==> src/rtl/ps2_scan_decoder_if.sv <==
// Key-event stream from the scan decoder to the character-mapping stage.
// Latency: n/a (wires only).
// Backpressure: event_ready from the consumer pops the head event when event_valid is high.
// Ports: event_valid/code/extended/released driven by master, event_ready driven by slave.
interface ps2_scan_decoder_if;
    logic       event_valid;
    logic       event_ready;
    logic [7:0] event_code;
    logic       event_extended;
    logic       event_released;

    modport master (
        output event_valid,
        output event_code,
        output event_extended,
        output event_released,
        input  event_ready
    );

    modport slave (
        input  event_valid,
        input  event_code,
        input  event_extended,
        input  event_released,
        output event_ready
    );
endinterface

==> src/rtl/ps2_scan_decoder.sv <==
// Parses Set-2 scan bytes (E0/F0 prefixes) into key events, tracks shift/ctrl/alt state.
// Latency: event visible SYNC_STAGES+2 cycles after the final byte's strobe rises (FIFO empty).
// Backpressure: FWFT event FIFO; when full, new events are dropped and overflow sticks high.
// Ports: clock/reset; scan_byte/scan_strobe from the PS/2 receiver; evt (master) event stream;
//        mod_shift/mod_ctrl/mod_alt modifier levels; overflow sticky drop flag.
module ps2_scan_decoder #(
    parameter int FIFO_DEPTH     = 8,
    parameter int TIMEOUT_CYCLES = 2_500_000,
    parameter int SYNC_STAGES    = 2
) (
    input  logic                 clock,
    input  logic                 reset,
    input  logic [7:0]           scan_byte,
    input  logic                 scan_strobe,
    ps2_scan_decoder_if.master   evt,
    output logic                 mod_shift,
    output logic                 mod_ctrl,
    output logic                 mod_alt,
    output logic                 overflow
);

    localparam int PTR_W = (FIFO_DEPTH > 1) ? $clog2(FIFO_DEPTH) : 1;
    localparam int TO_W  = $clog2(TIMEOUT_CYCLES + 1);

    typedef enum logic [1:0] {IDLE, EXT, BRK, EXT_BRK} state_t;

    // ---------------- strobe synchroniser and edge detect ----------------
    logic [SYNC_STAGES-1:0] sync_q;
    logic                   sync_prev_q;
    logic                   byte_take;

    always_ff @(posedge clock or negedge reset) begin
        if (!reset) begin
            sync_q      <= '0;
            sync_prev_q <= 1'b0;
            byte_take   <= 1'b0;
        end else begin
            sync_q      <= {sync_q[SYNC_STAGES-2:0], scan_strobe};
            sync_prev_q <= sync_q[SYNC_STAGES-1];
            byte_take   <= sync_q[SYNC_STAGES-1] & ~sync_prev_q;
        end
    end

    // scan_byte is held stable by the receiver while its strobe is high,
    // so sampling it directly on byte_take is safe.
    logic byte_vld;
    logic is_prefix;
    logic is_error;
    assign byte_vld  = byte_take && (scan_byte != 8'h00);
    assign is_prefix = (scan_byte == 8'hE0) || (scan_byte == 8'hF0);
    assign is_error  = (scan_byte == 8'hAA) || (scan_byte == 8'hFA) || (scan_byte == 8'hFE) ||
                       (scan_byte == 8'hEE) || (scan_byte == 8'hFF);

    // ---------------- prefix parser ----------------
    state_t          state_q, state_d;
    logic [TO_W-1:0] tmo_q, tmo_d;
    logic            push;
    logic            push_ext;
    logic            push_rel;

    always_ff @(posedge clock or negedge reset) begin
        if (!reset) begin
            state_q <= IDLE;
            tmo_q   <= '0;
        end else begin
            state_q <= state_d;
            tmo_q   <= tmo_d;
        end
    end

    always_comb begin
        state_d  = state_q;
        tmo_d    = tmo_q;
        push     = 1'b0;
        push_ext = 1'b0;
        push_rel = 1'b0;

        // A prefix left waiting too long (unplugged keyboard, lost byte) is abandoned.
        if (state_q != IDLE) begin
            if (byte_vld) begin
                tmo_d = '0;
            end else if (tmo_q == TO_W'(TIMEOUT_CYCLES - 1)) begin
                tmo_d   = '0;
                state_d = IDLE;
            end else begin
                tmo_d = tmo_q + TO_W'(1);
            end
        end

        if (byte_vld) begin
            case (state_q)
                IDLE: begin
                    if (scan_byte == 8'hE0)      state_d = EXT;
                    else if (scan_byte == 8'hF0) state_d = BRK;
                    else if (!is_error)          push = 1'b1;
                end
                EXT: begin
                    if (scan_byte == 8'hF0) begin
                        state_d = EXT_BRK;
                    end else if (scan_byte != 8'hE0) begin
                        push     = 1'b1;
                        push_ext = 1'b1;
                        state_d  = IDLE;
                    end
                end
                BRK: begin
                    if (!is_prefix) begin
                        push     = 1'b1;
                        push_rel = 1'b1;
                        state_d  = IDLE;
                    end
                end
                default: begin
                    if (!is_prefix) begin
                        push     = 1'b1;
                        push_ext = 1'b1;
                        push_rel = 1'b1;
                        state_d  = IDLE;
                    end
                end
            endcase
        end
    end

    // ---------------- modifier tracking ----------------
    // Updated on every parsed event, even one the FIFO drops, so modifier
    // state never diverges from the physical keys.
    logic shift_l_q, shift_r_q;

    always_ff @(posedge clock or negedge reset) begin
        if (!reset) begin
            shift_l_q <= 1'b0;
            shift_r_q <= 1'b0;
            mod_ctrl  <= 1'b0;
            mod_alt   <= 1'b0;
        end else if (push) begin
            case (scan_byte)
                8'h12:   shift_l_q <= ~push_rel;
                8'h59:   shift_r_q <= ~push_rel;
                8'h14:   mod_ctrl  <= ~push_rel;
                8'h11:   mod_alt   <= ~push_rel;
                default: ;
            endcase
        end
    end

    assign mod_shift = shift_l_q | shift_r_q;

    // ---------------- event FIFO (first-word-fall-through) ----------------
    logic [9:0]       mem [FIFO_DEPTH];
    logic [PTR_W-1:0] wr_ptr_q, rd_ptr_q;
    logic [PTR_W:0]   count_q;
    logic             full;
    logic             pop;
    logic             wr_en;

    assign full  = (count_q == (PTR_W + 1)'(FIFO_DEPTH));
    assign pop   = evt.event_valid && evt.event_ready;
    // At full, a simultaneous pop frees the slot being written this cycle.
    assign wr_en = push && (!full || pop);

    always_ff @(posedge clock) begin
        if (wr_en) mem[wr_ptr_q] <= {scan_byte, push_ext, push_rel};
    end

    always_ff @(posedge clock or negedge reset) begin
        if (!reset) begin
            wr_ptr_q <= '0;
            rd_ptr_q <= '0;
            count_q  <= '0;
            overflow <= 1'b0;
        end else begin
            if (wr_en) wr_ptr_q <= wr_ptr_q + PTR_W'(1);
            if (pop)   rd_ptr_q <= rd_ptr_q + PTR_W'(1);
            case ({wr_en, pop})
                2'b10:   count_q <= count_q + (PTR_W + 1)'(1);
                2'b01:   count_q <= count_q - (PTR_W + 1)'(1);
                default: count_q <= count_q;
            endcase
            if (push && !wr_en) overflow <= 1'b1;
        end
    end

    // Fields are forced to zero while empty so reset/idle values are defined.
    logic [9:0] head;
    assign head               = mem[rd_ptr_q];
    assign evt.event_valid    = (count_q != '0);
    assign evt.event_code     = evt.event_valid ? head[9:2] : 8'h00;
    assign evt.event_extended = evt.event_valid ? head[1]   : 1'b0;
    assign evt.event_released = evt.event_valid ? head[0]   : 1'b0;

endmodule

==> src/flat_wrapper.sv <==
// flat-port wrapper written by rule: the top's interface ports become plain ports
module ps2_scan_decoder_flat 
#(
    parameter int FIFO_DEPTH     = 8,
    parameter int TIMEOUT_CYCLES = 2_500_000,
    parameter int SYNC_STAGES    = 2
)
  (clock, reset, scan_byte, scan_strobe, mod_shift, mod_ctrl, mod_alt, overflow, evt_event_valid, evt_event_code, evt_event_extended, evt_event_released, evt_event_ready);
  ps2_scan_decoder_if evt_i ();
  input  logic clock;
  input  logic reset;
  input  logic [7:0] scan_byte;
  input  logic scan_strobe;
  output logic mod_shift;
  output logic mod_ctrl;
  output logic mod_alt;
  output logic overflow;
  output wire logic [$bits(evt_i.event_valid)-1:0] evt_event_valid;
  output wire logic [$bits(evt_i.event_code)-1:0] evt_event_code;
  output wire logic [$bits(evt_i.event_extended)-1:0] evt_event_extended;
  output wire logic [$bits(evt_i.event_released)-1:0] evt_event_released;
  input wire logic [$bits(evt_i.event_ready)-1:0] evt_event_ready;
  assign evt_event_valid = evt_i.event_valid;
  assign evt_event_code = evt_i.event_code;
  assign evt_event_extended = evt_i.event_extended;
  assign evt_event_released = evt_i.event_released;
  assign evt_i.event_ready = evt_event_ready;
  ps2_scan_decoder #(.FIFO_DEPTH(FIFO_DEPTH), .TIMEOUT_CYCLES(TIMEOUT_CYCLES), .SYNC_STAGES(SYNC_STAGES)) u_core (.clock(clock), .reset(reset), .scan_byte(scan_byte), .scan_strobe(scan_strobe), .evt(evt_i), .mod_shift(mod_shift), .mod_ctrl(mod_ctrl), .mod_alt(mod_alt), .overflow(overflow));
endmodule
==> config.mk <==
export PLATFORM = sky130hd
export DESIGN_NAME = ps2_scan_decoder_flat
export DESIGN_NICKNAME = d
export VERILOG_FILES = /design/src/rtl/ps2_scan_decoder_if.sv /design/src/rtl/ps2_scan_decoder.sv /design/src/flat_wrapper.sv
export SDC_FILE = /design/constraint.sdc
export NUM_CORES = 1
export LEC_CHECK = 0
export CAP_MARGIN = 30
export CORE_UTILIZATION = 36
export CTS_CLUSTER_DIAMETER = 80
export CTS_CLUSTER_SIZE = 10
export DETAILED_ROUTE_END_ITERATION = 8
export PLACE_DENSITY = 0.64
export SLEW_MARGIN = 10
export SYNTH_ARGS = -nofsm -noshare
export SYNTH_HDL_FRONTEND = slang
export SYNTH_SLANG_ARGS = --single-unit
==> constraint.sdc <==
create_clock -name clock -period 4.9 [get_ports clock]
set_input_delay 0.735 -clock clock [delete_from_list [all_inputs] [get_ports clock]]
set_output_delay 0.735 -clock clock [all_outputs]
set_load 0.05 [all_outputs]
Word-level counts from Yosys, hierarchy flattened
Memory sizes are Yosys's and may differ from the RTL's. Cells that the tools add are included.

Add/subtract/negate cells: 5. Eq/ne operators: 18. Muxes and demuxes: 30. Bitwise logic cells: 4. Reduce and logical (&&, ||, !) cells: 23.

Operator list (number): $eq 8x8->1 const B (7); $mux 22 (2); $eq 8x5->1 const B (3); $add 22x1->22 const B (1); $eq 22x22->1 const B (1); $mux 2 (9); $mux 1 (14); $eq 8x7->1 const B (1); $mux 8 (1); $ne 8x8->1 const B (1); $pmux 4 s2 (1); $reduce_and 2->1 (4); $reduce_bool 8->1 (1); $add 3x1->3 const B (2); $logic_or 1x1->1 (6); $add 4x1->4 const B (1); $eq 2x1->1 const B (2); $eq 2x2->1 const B (2); $eq 4x4->1 const B (1); $logic_and 1x1->1 (4); $pmux 1 s2 (2); $pmux 2 s2 (1); $reduce_bool 2->1 (2); $reduce_bool 4->1 (1); 7 further kinds (10).

Flip-flop bits (word level): 43. Memory bits (writable): 80. Bits of input ports: 12. Logic and storage cells: 94. Memories: 1.

Memories: u_core.mem (depth 8, bits a word 10, rd ports 1, clocked after Yosys merged registers in 0, wr ports 1, line ps2_scan_decoder.sv:150) `logic [9:0] mem [FIFO_DEPTH];`.

Longest topological paths before layout
Depth after elaboration: 13. Depth in mapped cells: 12. Depth with buffers taken out: 11.

Worst setup path before layout
Ideal clock, no wire load.

Path type: input port to flip-flop. Start: in scan_byte[5]. End: mem u_core.mem[4][0] (enable). Arrival: 2.448 ns. Slack: 2.059 ns. Stages: 6. Path through: and3_1 -> o21ai_1 -> and2_1 -> clkbuf_1 -> nand4b_1 -> nor3b_1.

Longest elaborated chain between the ends: 13. Elaborated cells on any way between the ends: 26. Those cells by class: eq/ne: 8; mux: 10; reduce/logical: 8.

Ends and longest elaborated chain: from (decl) (line flat_wrapper.sv:12) `input logic [7:0] scan_byte;`; $eq 8x8->1 (line ps2_scan_decoder.sv:51) `assign is_error = (scan_byte == 8'hAA) || (scan_byte == 8'hFA) || (scan_byte == 8'hFE) ||`; $logic_or 1x1->1 (3 in a row) (line ps2_scan_decoder.sv:51); $logic_or 1x1->1 (line ps2_scan_decoder.sv:52) `(scan_byte == 8'hEE) || (scan_byte == 8'hFF);`; $mux 1 (line ps2_scan_decoder.sv:95) `else if (!is_error) push = 1'b1;`; $mux 1 (line ps2_scan_decoder.sv:94) `else if (scan_byte == 8'hF0) state_d = BRK;`; $mux 1 (line ps2_scan_decoder.sv:93) `if (scan_byte == 8'hE0) state_d = EXT;`; $pmux 1 s2 (line ps2_scan_decoder.sv:91) `case (state_q)`; $mux 1 (*) (line ps2_scan_decoder.sv:90) `if (byte_vld) begin`; $logic_and 1x1->1 (*) (line ps2_scan_decoder.sv:160) `assign wr_en = push && (!full || pop);`; $mux 1 (*) (line ps2_scan_decoder.sv:163) `if (wr_en) mem[wr_ptr_q] <= {scan_byte, push_ext, push_rel};`; $mux 1 (not written as such) (*) (line ps2_scan_decoder.sv:163); to (decl) (line ps2_scan_decoder.sv:150).

Every way passes the cells marked *; elsewhere a longest branch is shown, timed or not.

Worst setup path in the final report
Start: reg u_core.rd_ptr_q[0]. End: out evt_event_released.

Longest elaborated chain between the ends: 2.

Ends and longest elaborated chain: from (decl) (line ps2_scan_decoder.sv:151) `logic [PTR_W-1:0] wr_ptr_q, rd_ptr_q;`; from (signal assigned) (line ps2_scan_decoder.sv:174) `if (pop) rd_ptr_q <= rd_ptr_q + PTR_W'(1);`; $mem_v2 8x10; $mux 1 (line ps2_scan_decoder.sv:190) `assign evt.event_released = evt.event_valid ? head[0] : 1'b0;`; to (decl) (line flat_wrapper.sv:21) `output wire logic [$bits(evt_i.event_released)-1:0] evt_event_released;`.

No other way between the ends.

==> metrics.csv <==
metric;value;unit
Horiz. Die Dim;124;microns
Max Cap Viol;0;
share of layout cells above drive strength 1;0.188;
Pins Over Slew Limit;0;
Peak VDD IR;0.303;mV
remaining global-route overflow;0;
CTS Buf Count;17;
Arrival @ worst endpoint;2.98;ns
final setup violating endpoints;0;
Root Buffer;clkbuf_16;
Max FO, Critical Path;12;
Post-Layout Inst Area;0.00645;sq mm
Die H;124;microns
first-pass GRT wire length;16.7;mm
Pwr Total;0.00361;W
placed inst area;0.00589;sq mm
n_diodes;0;
DP HPWL;6.82;mm
synth top area cells;edfxtp_1, dfrtp_1, mux4_2;
1st-iter DRT viols;201;
Syn Nets;381;
Synth warnings;0;
post-route clock skew;0.0104;ns
vias in the first global route;3150;
register area share after synthesis;0.648;
f_max;0.269;GHz
via count;3200;
Final Util;0.444;
clk sink count;123;
drt pass-1 iters;4;
starting density of the core;0.369;
DRT Wirelength;10.4;mm
P per Cell Area;560;mW/mm^2
Post-DRT Antenna Nets;0;
Slowest cell on crit path;dfrtp_1;
PostCTS Resize Cnt;0;
synthesized area;0.00537;sq mm
IO Pins;27;
Post-route DRC;0;
Setup TNS;0;ns
setup bufs post-CTS;0;
Slew @ Worst Pin;0.730;ns
Final min period;3.72;ns
clk slew on worst S/H paths;0.06;ns
CTS tree;done;
Async S/R FF share, synth;0.350;
hold buffer count at cts;0;
EDFF count, synth;80;
nets@finish;426;
cell taking the most area after synthesis;edfxtp_1;
GRT Total Usage;0.149;
syn avg cell area;14.8;sq um
die area;0.0154;sq mm
Final Hold Vio Count;0;
H-tree depth;4;
Final WS setup;1.18;ns
mean routed wirelength per cell;17.3;microns
DR vias/cell;5.29;
initial antenna violation count;0;
CP required;4.16;ns
pre-CTS WS;1.25;ns
final period utilization;0.759;
CP endpoint kind;output port;
#FFs+latches synth;123;
CP startpoint kind;flip-flop;
slowest stage delay, CP;0.79;ns
Skew-Pair Late Insertion Delay;0.41;ns
RSZ-0062 raised after global routing;no;
status;complete, no violations;
Hold Path Class;input pin to async pin;
total core area;0.0145;sq mm
top-count cell post-synth;edfxtp_1;
ys flop type;edfxtp_1;
WS Path Type;flip-flop to output port;
Rows;44;
Post-synth top cells;edfxtp_1, dfrtp_1, nor2_1;
synth-to-layout area growth;20.3;%
leakage;2.28;nW
placer congestion estimate;0.769;
Gate Count Post-Synth;363;
Clock Path Buffers;2;
area share of the largest cell type after synthesis;0.448;
Yosys cell types;48;
worst rel slew slack;0.514;
Port Buffers;26;
largest net degree at the start of global routing;44;
crit-path cells;buf_4 > mux4_2 > mux2i_1 > nor2_1 > clkdlybuf4s50_1;
## layer usage
metal | track usage | up-vias | part of all wire
li1 | - | 1482 | -
met1 | 0.196 | 1631 | 0.46
met2 | 0.231 | 75 | 0.49
met3 | 0.0444 | 12 | 0.041
met4 | 0.0565 | 0 | 0.010
met5 | 0 | - | 0
## metrics by stage
| step | hold WS (ns) | std cells |
|---|---|---|
| after floorplan | 0.331 | 363 |
| after detailed placement | 0.341 | 572 |
| after global routing | 0.173 | 605 |
| after global placement | 0.340 | 571 |
| after CTS | 0.353 | 604 |
| final | 0.168 | 605 |
## flip-flops by register name, indices dropped and copies added, names as in the netlist
signal	cells
u_core.count_q	4
u_core.shift_l_q	1
u_core.mod_ctrl	1
u_core.mem	80
u_core.mod_alt	1
u_core.rd_ptr_q	3
u_core.sync_q	2
u_core.overflow	1
u_core.byte_take	1
u_core.wr_ptr_q	3
u_core.sync_prev_q	1
u_core.state_q	2
u_core.shift_r_q	1
u_core.tmo_q	22
## worst max-delay path: cells and delay by family (launching register included)
kind / cells / cell delay [ns]
buf+inv: 2 / 1.03
flops: 1 / 0.79
mux: 2 / 0.69
simple gates: 1 / 0.06
## where the power goes
part | internal, W | switching, W | total (W)
sequential | 0.00123 | 0.000161 | 0.00139
combinational | 0.000493 | 0.000603 | 0.00110
clock | 0.000652 | 0.000477 | 0.00113
## cells by family after synthesis
group	after synthesis	synth area share
AOI/OAI and AO/OA	26	0.0345
and+or+nand+nor	128	0.130
adders and majority gates	6	0.0140
buffers and inverters	19	0.0182
xor gates and xnor gates	26	0.0424
muxes	35	0.113
DFF	123	0.648
## layout by cell type, fill, tap and decap left out, drive strengths merged, types with 2 or more instances in the layout
| cell | synthesis | routed |
|---|---|---|
| a21oi | 5 | 5 |
| a31oi | 2 | 2 |
| and2 | 3 | 3 |
| and3 | 5 | 5 |
| and4 | 2 | 2 |
| and4bb | 2 | 2 |
| buf | 4 | 14 |
| clkbuf | 9 | 17 |
| clkdlybuf4s50 | 0 | 25 |
| clkinv | 0 | 7 |
| clkinvlp | 0 | 3 |
| dfrtp | 43 | 43 |
| edfxtp | 80 | 80 |
| ha | 6 | 6 |
| inv | 6 | 11 |
| mux2 | 4 | 4 |
| mux2i | 11 | 11 |
| mux4 | 20 | 20 |
| nand2 | 17 | 17 |
| nand2b | 3 | 3 |
| nand3 | 10 | 10 |
| nand4 | 14 | 14 |
| nor2 | 39 | 39 |
| nor3 | 5 | 5 |
| nor3b | 7 | 7 |
| nor4 | 12 | 12 |
| o211ai | 2 | 2 |
| o21ai | 9 | 9 |
| or2 | 3 | 3 |
| xnor2 | 11 | 11 |
| xor2 | 15 | 15 |
## cell type report
cell class | instances | area [sq um]
clock inverter | 15 | 115
sequential | 123 | 3480
inverter | 6 | 22.5
timing repair buffer | 39 | 385
clock buffer | 17 | 425
tap | 184 | 230
fill | 1323 | 8080
multi-input combinational | 221 | 1800
## path summary, 6_finish.rpt
check	startpoint	endpoint	slack (ns)	cells after the start
worst max-delay path	u_core.rd_ptr_q[0]	evt_event_released	1.18	5
worst min-delay path	reset	u_core.tmo_q[9]	0.17	1
worst max register to register	u_core.state_q[1]	u_core.count_q[2]	2.24	10
worst min register to register	u_core.sync_q[0]	u_core.sync_q[1]	0.35	0
max in group asynchronous	reset	u_core.tmo_q[20]	4.27	2
min in group clock	u_core.sync_q[0]	u_core.sync_q[1]	0.35	0
Note: power is estimated with default switching activity, not from simulation.
